File: src/rtl/instr_encoder_if.sv
// Request/write bus between an instruction producer and instr_encoder.
// slave = encoder side, master = producer/memory side.
interface instr_encoder_if #(
  parameter int ADDR_W = 8
);
  logic               in_valid;
  logic               in_ready;
  logic               is_b_type;
  logic [4:0]         rd;
  logic [4:0]         rs1;
  logic [4:0]         rs2;
  logic signed [31:0] imm;
  logic               wr_en;
  logic [ADDR_W-1:0]  wr_addr;
  logic [31:0]        wr_data;

  modport master (
    output in_valid, is_b_type, rd, rs1, rs2, imm,
    input  in_ready, wr_en, wr_addr, wr_data
  );

  modport slave (
    input  in_valid, is_b_type, rd, rs1, rs2, imm,
    output in_ready, wr_en, wr_addr, wr_data
  );
endinterface

File: src/rtl/instr_encoder.sv
// Encodes addi/bne requests into RV32 words and writes them to sequential
// instruction-memory addresses. Optional immediate range check: ENC_RANGE_CHECK_EN.
module instr_encoder #(
  parameter int ADDR_W = 8
) (
  input  logic              clk,
  input  logic              rst_n,
  input  logic              clr,
  instr_encoder_if.slave    bus,
  output logic              full,
  output logic              err_range,
  output logic              err
);

  typedef enum logic [1:0] {IDLE, WRITE, FULL} state_t;

  state_t              state_q, state_d;
  logic [ADDR_W-1:0]   cnt_q, cnt_d;
  logic                in_ready_q, in_ready_d;
  logic                wr_en_q, wr_en_d;
  logic [ADDR_W-1:0]   wr_addr_q, wr_addr_d;
  logic [31:0]         wr_data_q, wr_data_d;
  logic                full_q, full_d;
  logic                accept;
  logic                reject;

  function automatic logic [31:0] enc_i(input logic [4:0] rd, input logic [4:0] rs1,
                                        input logic [31:0] imm);
    return {imm[11:0], rs1, 3'b000, rd, 7'b0010011};
  endfunction

  function automatic logic [31:0] enc_b(input logic [4:0] rs1, input logic [4:0] rs2,
                                        input logic [31:0] imm);
    return {imm[12], imm[10:5], rs2, rs1, 3'b001, imm[4:1], imm[11], 7'b1100011};
  endfunction

  assign accept = bus.in_valid && in_ready_q;

`ifdef ENC_RANGE_CHECK_EN
  logic err_range_q, err_range_d;
  logic err_q, err_d;

  function automatic logic imm_bad(input logic is_b, input logic signed [31:0] imm);
    if (is_b)
      return (imm < -32'sd4096) || (imm > 32'sd4094) || imm[0];
    return (imm < -32'sd2048) || (imm > 32'sd2047);
  endfunction

  assign reject = accept && imm_bad(bus.is_b_type, bus.imm);

  always_comb begin
    err_range_d = reject && !clr;
    err_d       = clr ? 1'b0 : (err_q || reject);
  end

  always_ff @(posedge clk or negedge rst_n) begin
    if (!rst_n) begin
      err_range_q <= 1'b0;
      err_q       <= 1'b0;
    end else begin
      err_range_q <= err_range_d;
      err_q       <= err_d;
    end
  end

  assign err_range = err_range_q;
  assign err       = err_q;
`else
  assign reject    = 1'b0;
  assign err_range = 1'b0;
  assign err       = 1'b0;
`endif

  always_comb begin
    state_d   = state_q;
    cnt_d     = cnt_q;
    wr_en_d   = 1'b0;
    wr_addr_d = wr_addr_q;
    wr_data_d = wr_data_q;
    case (state_q)
      IDLE: begin
        if (accept && !reject) begin
          state_d   = WRITE;
          wr_en_d   = 1'b1;
          wr_addr_d = cnt_q;
          wr_data_d = bus.is_b_type ? enc_b(bus.rs1, bus.rs2, bus.imm)
                                    : enc_i(bus.rd, bus.rs1, bus.imm);
        end
      end
      WRITE: begin
        // The last address parks the counter instead of wrapping to 0.
        if (&cnt_q) begin
          state_d = FULL;
        end else begin
          state_d = IDLE;
          cnt_d   = cnt_q + 1'b1;
        end
      end
      FULL:    state_d = FULL;
      default: state_d = IDLE;
    endcase
    if (clr) begin
      state_d = IDLE;
      cnt_d   = '0;
      wr_en_d = 1'b0;
    end
    in_ready_d = (state_d == IDLE);
    full_d     = (state_d == FULL);
  end

  always_ff @(posedge clk or negedge rst_n) begin
    if (!rst_n) begin
      state_q    <= IDLE;
      cnt_q      <= '0;
      in_ready_q <= 1'b0;
      wr_en_q    <= 1'b0;
      wr_addr_q  <= '0;
      wr_data_q  <= '0;
      full_q     <= 1'b0;
    end else begin
      state_q    <= state_d;
      cnt_q      <= cnt_d;
      in_ready_q <= in_ready_d;
      wr_en_q    <= wr_en_d;
      wr_addr_q  <= wr_addr_d;
      wr_data_q  <= wr_data_d;
      full_q     <= full_d;
    end
  end

  // clr in the WRITE cycle must cancel the write the memory would take at this edge.
  assign bus.wr_en    = wr_en_q && !clr;
  assign bus.in_ready = in_ready_q;
  assign bus.wr_addr  = wr_addr_q;
  assign bus.wr_data  = wr_data_q;
  assign full         = full_q;

endmodule

File: src/flat_wrapper.sv
// flat-port wrapper written by rule: the top's interface ports become plain ports
module instr_encoder_flat 
#(
  parameter int ADDR_W = 8
)
  (clk, rst_n, clr, full, err_range, err, bus_in_valid, bus_is_b_type, bus_rd, bus_rs1, bus_rs2, bus_imm, bus_in_ready, bus_wr_en, bus_wr_addr, bus_wr_data);
  instr_encoder_if #(.ADDR_W(ADDR_W)) bus_i ();
  input  logic clk;
  input  logic rst_n;
  input  logic clr;
  output logic full;
  output logic err_range;
  output logic err;
  input wire logic [$bits(bus_i.in_valid)-1:0] bus_in_valid;
  input wire logic [$bits(bus_i.is_b_type)-1:0] bus_is_b_type;
  input wire logic [$bits(bus_i.rd)-1:0] bus_rd;
  input wire logic [$bits(bus_i.rs1)-1:0] bus_rs1;
  input wire logic [$bits(bus_i.rs2)-1:0] bus_rs2;
  input wire logic [$bits(bus_i.imm)-1:0] bus_imm;
  output wire logic [$bits(bus_i.in_ready)-1:0] bus_in_ready;
  output wire logic [$bits(bus_i.wr_en)-1:0] bus_wr_en;
  output wire logic [$bits(bus_i.wr_addr)-1:0] bus_wr_addr;
  output wire logic [$bits(bus_i.wr_data)-1:0] bus_wr_data;
  assign bus_i.in_valid = bus_in_valid;
  assign bus_i.is_b_type = bus_is_b_type;
  assign bus_i.rd = bus_rd;
  assign bus_i.rs1 = bus_rs1;
  assign bus_i.rs2 = bus_rs2;
  assign bus_i.imm = bus_imm;
  assign bus_in_ready = bus_i.in_ready;
  assign bus_wr_en = bus_i.wr_en;
  assign bus_wr_addr = bus_i.wr_addr;
  assign bus_wr_data = bus_i.wr_data;
  instr_encoder #(.ADDR_W(ADDR_W)) u_core (.clk(clk), .rst_n(rst_n), .clr(clr), .bus(bus_i), .full(full), .err_range(err_range), .err(err));
endmodule
File: config.mk
export PLATFORM = sky130hd
export DESIGN_NAME = instr_encoder_flat
export DESIGN_NICKNAME = d
export VERILOG_FILES = /design/src/rtl/instr_encoder_if.sv /design/src/rtl/instr_encoder.sv /design/src/flat_wrapper.sv
export SDC_FILE = /design/constraint.sdc
export NUM_CORES = 1
export LEC_CHECK = 0
export ABC_CLOCK_PERIOD_IN_PS = 2070
export BUFFER_PORTS_ARGS = -buffer_cell sky130_fd_sc_hd__buf_2
export CORE_UTILIZATION = 46
export DETAILED_ROUTE_END_ITERATION = 8
export PLACE_DENSITY = 0.9
export SYNTH_ARGS = -nofsm -noshare
export SYNTH_HDL_FRONTEND = slang
export SYNTH_SLANG_ARGS = --single-unit
File: constraint.sdc
create_clock -name clk -period 2.07 [get_ports clk]
set_clock_uncertainty 0.2 [all_clocks]
set_input_delay 0.414 -clock clk [delete_from_list [all_inputs] [get_ports clk]]
set_output_delay 0.414 -clock clk [all_outputs]
set_load 0.01 [all_outputs]
==> reports/summary.txt <==
CTS tree -> yes
worst-margin pin slew -> 0.530 ns
Num Clock Sinks -> 46
H-tree level count -> 2
max-cap viol count -> 0
Layout Nets -> 329
Peak VDD IR -> 0.344 mV
CP startpoint kind -> flip-flop
1st-pass router iterations -> 6
WL final -> 4240 microns
setup slack after layout -> 0.124 ns
area fraction in compound gates after synthesis -> 5.82%
total negative slack -> 0 ns
# resized after CTS -> 0
Synth cell types -> 30
Critical Setup Path Class -> flip-flop to flip-flop
vias in the first global route -> 1,474
pin count of the biggest net entering global routing -> 27
chip width -> 68.3 microns
Detail Route Antenna Nets -> 0
Finished Cell Area -> 2500 sq um
fraction of layout cells with a size suffix above 1 -> 31.8%
main combinational cell family by area after synthesis -> simple AND/OR/NAND/NOR gates
post-synthesis mux area share -> 6.50%
Placement Setup Slack -> 0.147 ns
RSZ-0062 raised after global routing -> false
leakage -> 1.39 nW
grt met3 use -> 5.50%
grt total ovfl -> 0
HPWL Detailed -> 3010 microns
Placed Area -> 2390 sq um
power per cell area -> 794 nW/um^2
status -> finished, final reports clean
busiest layer in global routing -> met2
xor/xnor cell area share of the yosys netlist -> 2.17%
Mapped Area -> 2020 sq um
Min-Delay Path Class -> input port to flip-flop
via count -> 1,649
clock latency on the worst-skew pair -> 0.30 ns
gr usage total -> 19.2%
CTS root buffer -> clkbuf_8
Worst Path Required -> 2.06 ns
Die Height -> 68.3 microns
final hold violation count -> 0
Tmin final -> 1.95 ns
DR iter-0 viols -> 88
CP peak stage delay -> 0.43 ns
Core Box Area -> 4120 sq um
Mapped Avg Cell Area -> 9.77 sq um
clk buf depth -> 2
Power, Total -> 1.99 mW
met2 Use GR -> 33.6%
die area -> 4660 sq um
critical-path maximum fanout -> 5
GPL Wtd Cong -> 0.777
Synth Warn # -> 0
CP Capture Type -> flip-flop
highest-delay cell along the critical path -> dfrtp_1
Initial Util -> 49.1%
Area Growth Syn to Fin -> 23.9%
initial antenna violation count -> 0
DRC -> 0
Filler cells -> 335
register bit total from synthesis -> 46
Critical Path, Cell by Cell -> ha_1 -> nand4_2 -> o21ai_2 -> nor4_1 -> mux2_1
vias per inst -> 5.04
row count -> 23
hold buffers post-CTS -> 1
adder-cell share of the synthesized area -> 0.619%
sequential fraction of the synthesis area -> 56.9%
ant diodes -> 0
IO Pins -> 97
fmax -> 514 MHz
Critical Path AT -> 1.94 ns
simple-gate share of the synthesized area -> 22.1%
normalized max-slew margin -> 64.7%
routed length per instance -> 13.0 microns
Slew Limit Fails -> 0
CTS Buf Count -> 5
Setup violations, final -> 0
global routing usage on met1 -> 21.1%
crit share post-route -> 94.0%
Synth Instances -> 207
number of post-CTS setup repair buffers -> 0
CTS clk-pin slew, worst paths -> 0.09 ns
first-pass GRT wire length -> 6510 microns
input/output buffers -> 71
## cells in the mapped netlist
library cell	instances	area, sq um
o31ai_1	1	7.51
nor2b_4	1	13.8
or4_1	1	7.51
o21ai_1	12	60.1
nand3_1	2	10.0
nand2b_1	2	12.5
mux2i_1	12	120
buf_2	5	25.0
nand2_1	74	278
xor2_1	5	43.8
nand4bb_1	1	11.3
nand3_2	1	10.0
nor2_1	11	41.3
nor4_1	1	6.26
clkbuf_1	5	18.8
a21oi_1	2	10.0
inv_1	1	3.75
dfrtp_1	46	1150
a21oi_2	1	8.76
mux2_1	1	11.3
conb_1	1	3.75
nand4_2	1	12.5
or3b_1	1	8.76
nor2b_1	2	12.5
ha_1	1	12.5
and4b_1	1	10.0
buf_4	9	67.6
o211ai_1	3	22.5
and3_1	2	12.5
o21ai_2	1	8.76
## critical path: cells and delay by family (launching register included)
family / cells / cell delay [ns]
simple gates: 2 / 0.48
flops: 1 / 0.43
mux: 1 / 0.36
fa+ha+maj: 1 / 0.26
compound gates: 1 / 0.12
## placed cells by master, fill, tap and decap left out
master         Yosys  routed
nand3_1            2       2
or3b_1             1       1
buf_4              9       3
conb_1             1       6
xor2_1             5       5
nand4_2            1       1
o21ai_2            1       1
nand3_2            1       1
dfrtp_1           46      46
o21ai_1           12      12
nand2b_1           2       2
nor4_1             1       1
o31ai_1            1       1
nand2_1           74      74
nor2b_4            1       1
clkinv_4           0       1
ha_1               1       1
nand4bb_1          1       1
mux2i_1           12      12
clkbuf_8           0       7
dlygate4sd3_1      0       1
a21oi_2            1       1
mux2_1             1       1
buf_2              5      71
and4b_1            1       1
a21oi_1            2       2
nor2_1            11      11
nor2b_1            2       2
or4_1              1       1
o211ai_1           3       3
and3_1             2       2
inv_1              1       1
buf_12             0       1
## flip-flops by register name, indices dropped and copies added, names as in the netlist
name and count:
u_core.bus.wr_data 25, u_core.state_q 2, u_core.bus.wr_addr 8, u_core.bus.in_ready 1, u_core.full 1, u_core.cnt_q 8, u_core.wr_en_q 1
## power by group
group | leakage [nW] | switching (mW) | internal [mW] | total [mW]
Sequential | 0.591 | 0.0444 | 0.985 | 1.03
Clock | 0.0544 | 0.299 | 0.306 | 0.605
Combinational | 0.743 | 0.209 | 0.145 | 0.354
Total | 1.39 | 0.552 | 1.44 | 1.99
## metrics by stage
stage	utilization, %	hold WS (ns)	instances
detailed placement	58.1	0.219	318
global route	60.9	0.106	327
finish	60.9	0.0962	327
CTS	60.9	0.0969	327
global placement	58.1	0.213	318
floorplan	-	-0.0816	212
## layout make-up
cell class | instances | area (sq um) | share of cell area, %
clock inverters | 1 | 8.76 | 0.350
clock buffers | 7 | 96.3 | 3.85
well taps | 50 | 62.6 | 2.50
inverters | 1 | 3.75 | 0.150
repair buffers | 76 | 408 | 16.3
flip-flops and latches | 46 | 1150 | 46.0
multi-input cells | 146 | 774 | 30.9
## kinds of logic (layout without fill, tap and decap cells)
group,after synthesis,after routing
simple gates,101,101
compound gates,20,20
other cells,1,6
xor+xnor,5,5
buf+inv,20,85
fa+ha+maj,1,1
mux,13,13
flops,46,46
## worst paths after layout
check                                       start                     end  slack, ns  depth (start not counted)
setup / recovery                  u_core.cnt_q[0]         u_core.cnt_q[7]       0.12                          5
hold / removal                         bus_rs1[0]  u_core.bus.wr_data[15]        0.1                          3
setup reg to reg                  u_core.cnt_q[0]         u_core.cnt_q[7]       0.12                          5
hold reg to reg            u_core.bus.wr_data[26]  u_core.bus.wr_data[26]       0.27                          2
max in group asynchronous                   rst_n   u_core.bus.wr_addr[1]       0.74                          3
min in group asynchronous                   rst_n  u_core.bus.wr_data[21]       0.42                          2
## per-layer routing
| layer | part of all wire (%) | routed length, microns |
|---|---|---|
| met1 | 36 | 1550 |
| met2 | 55 | 2330 |
| met3 | 6.9 | 293 |
| met4 | 1.8 | 78 |
| met5 | 0 | 0 |
Note: power is estimated with default switching activity, not from simulation.
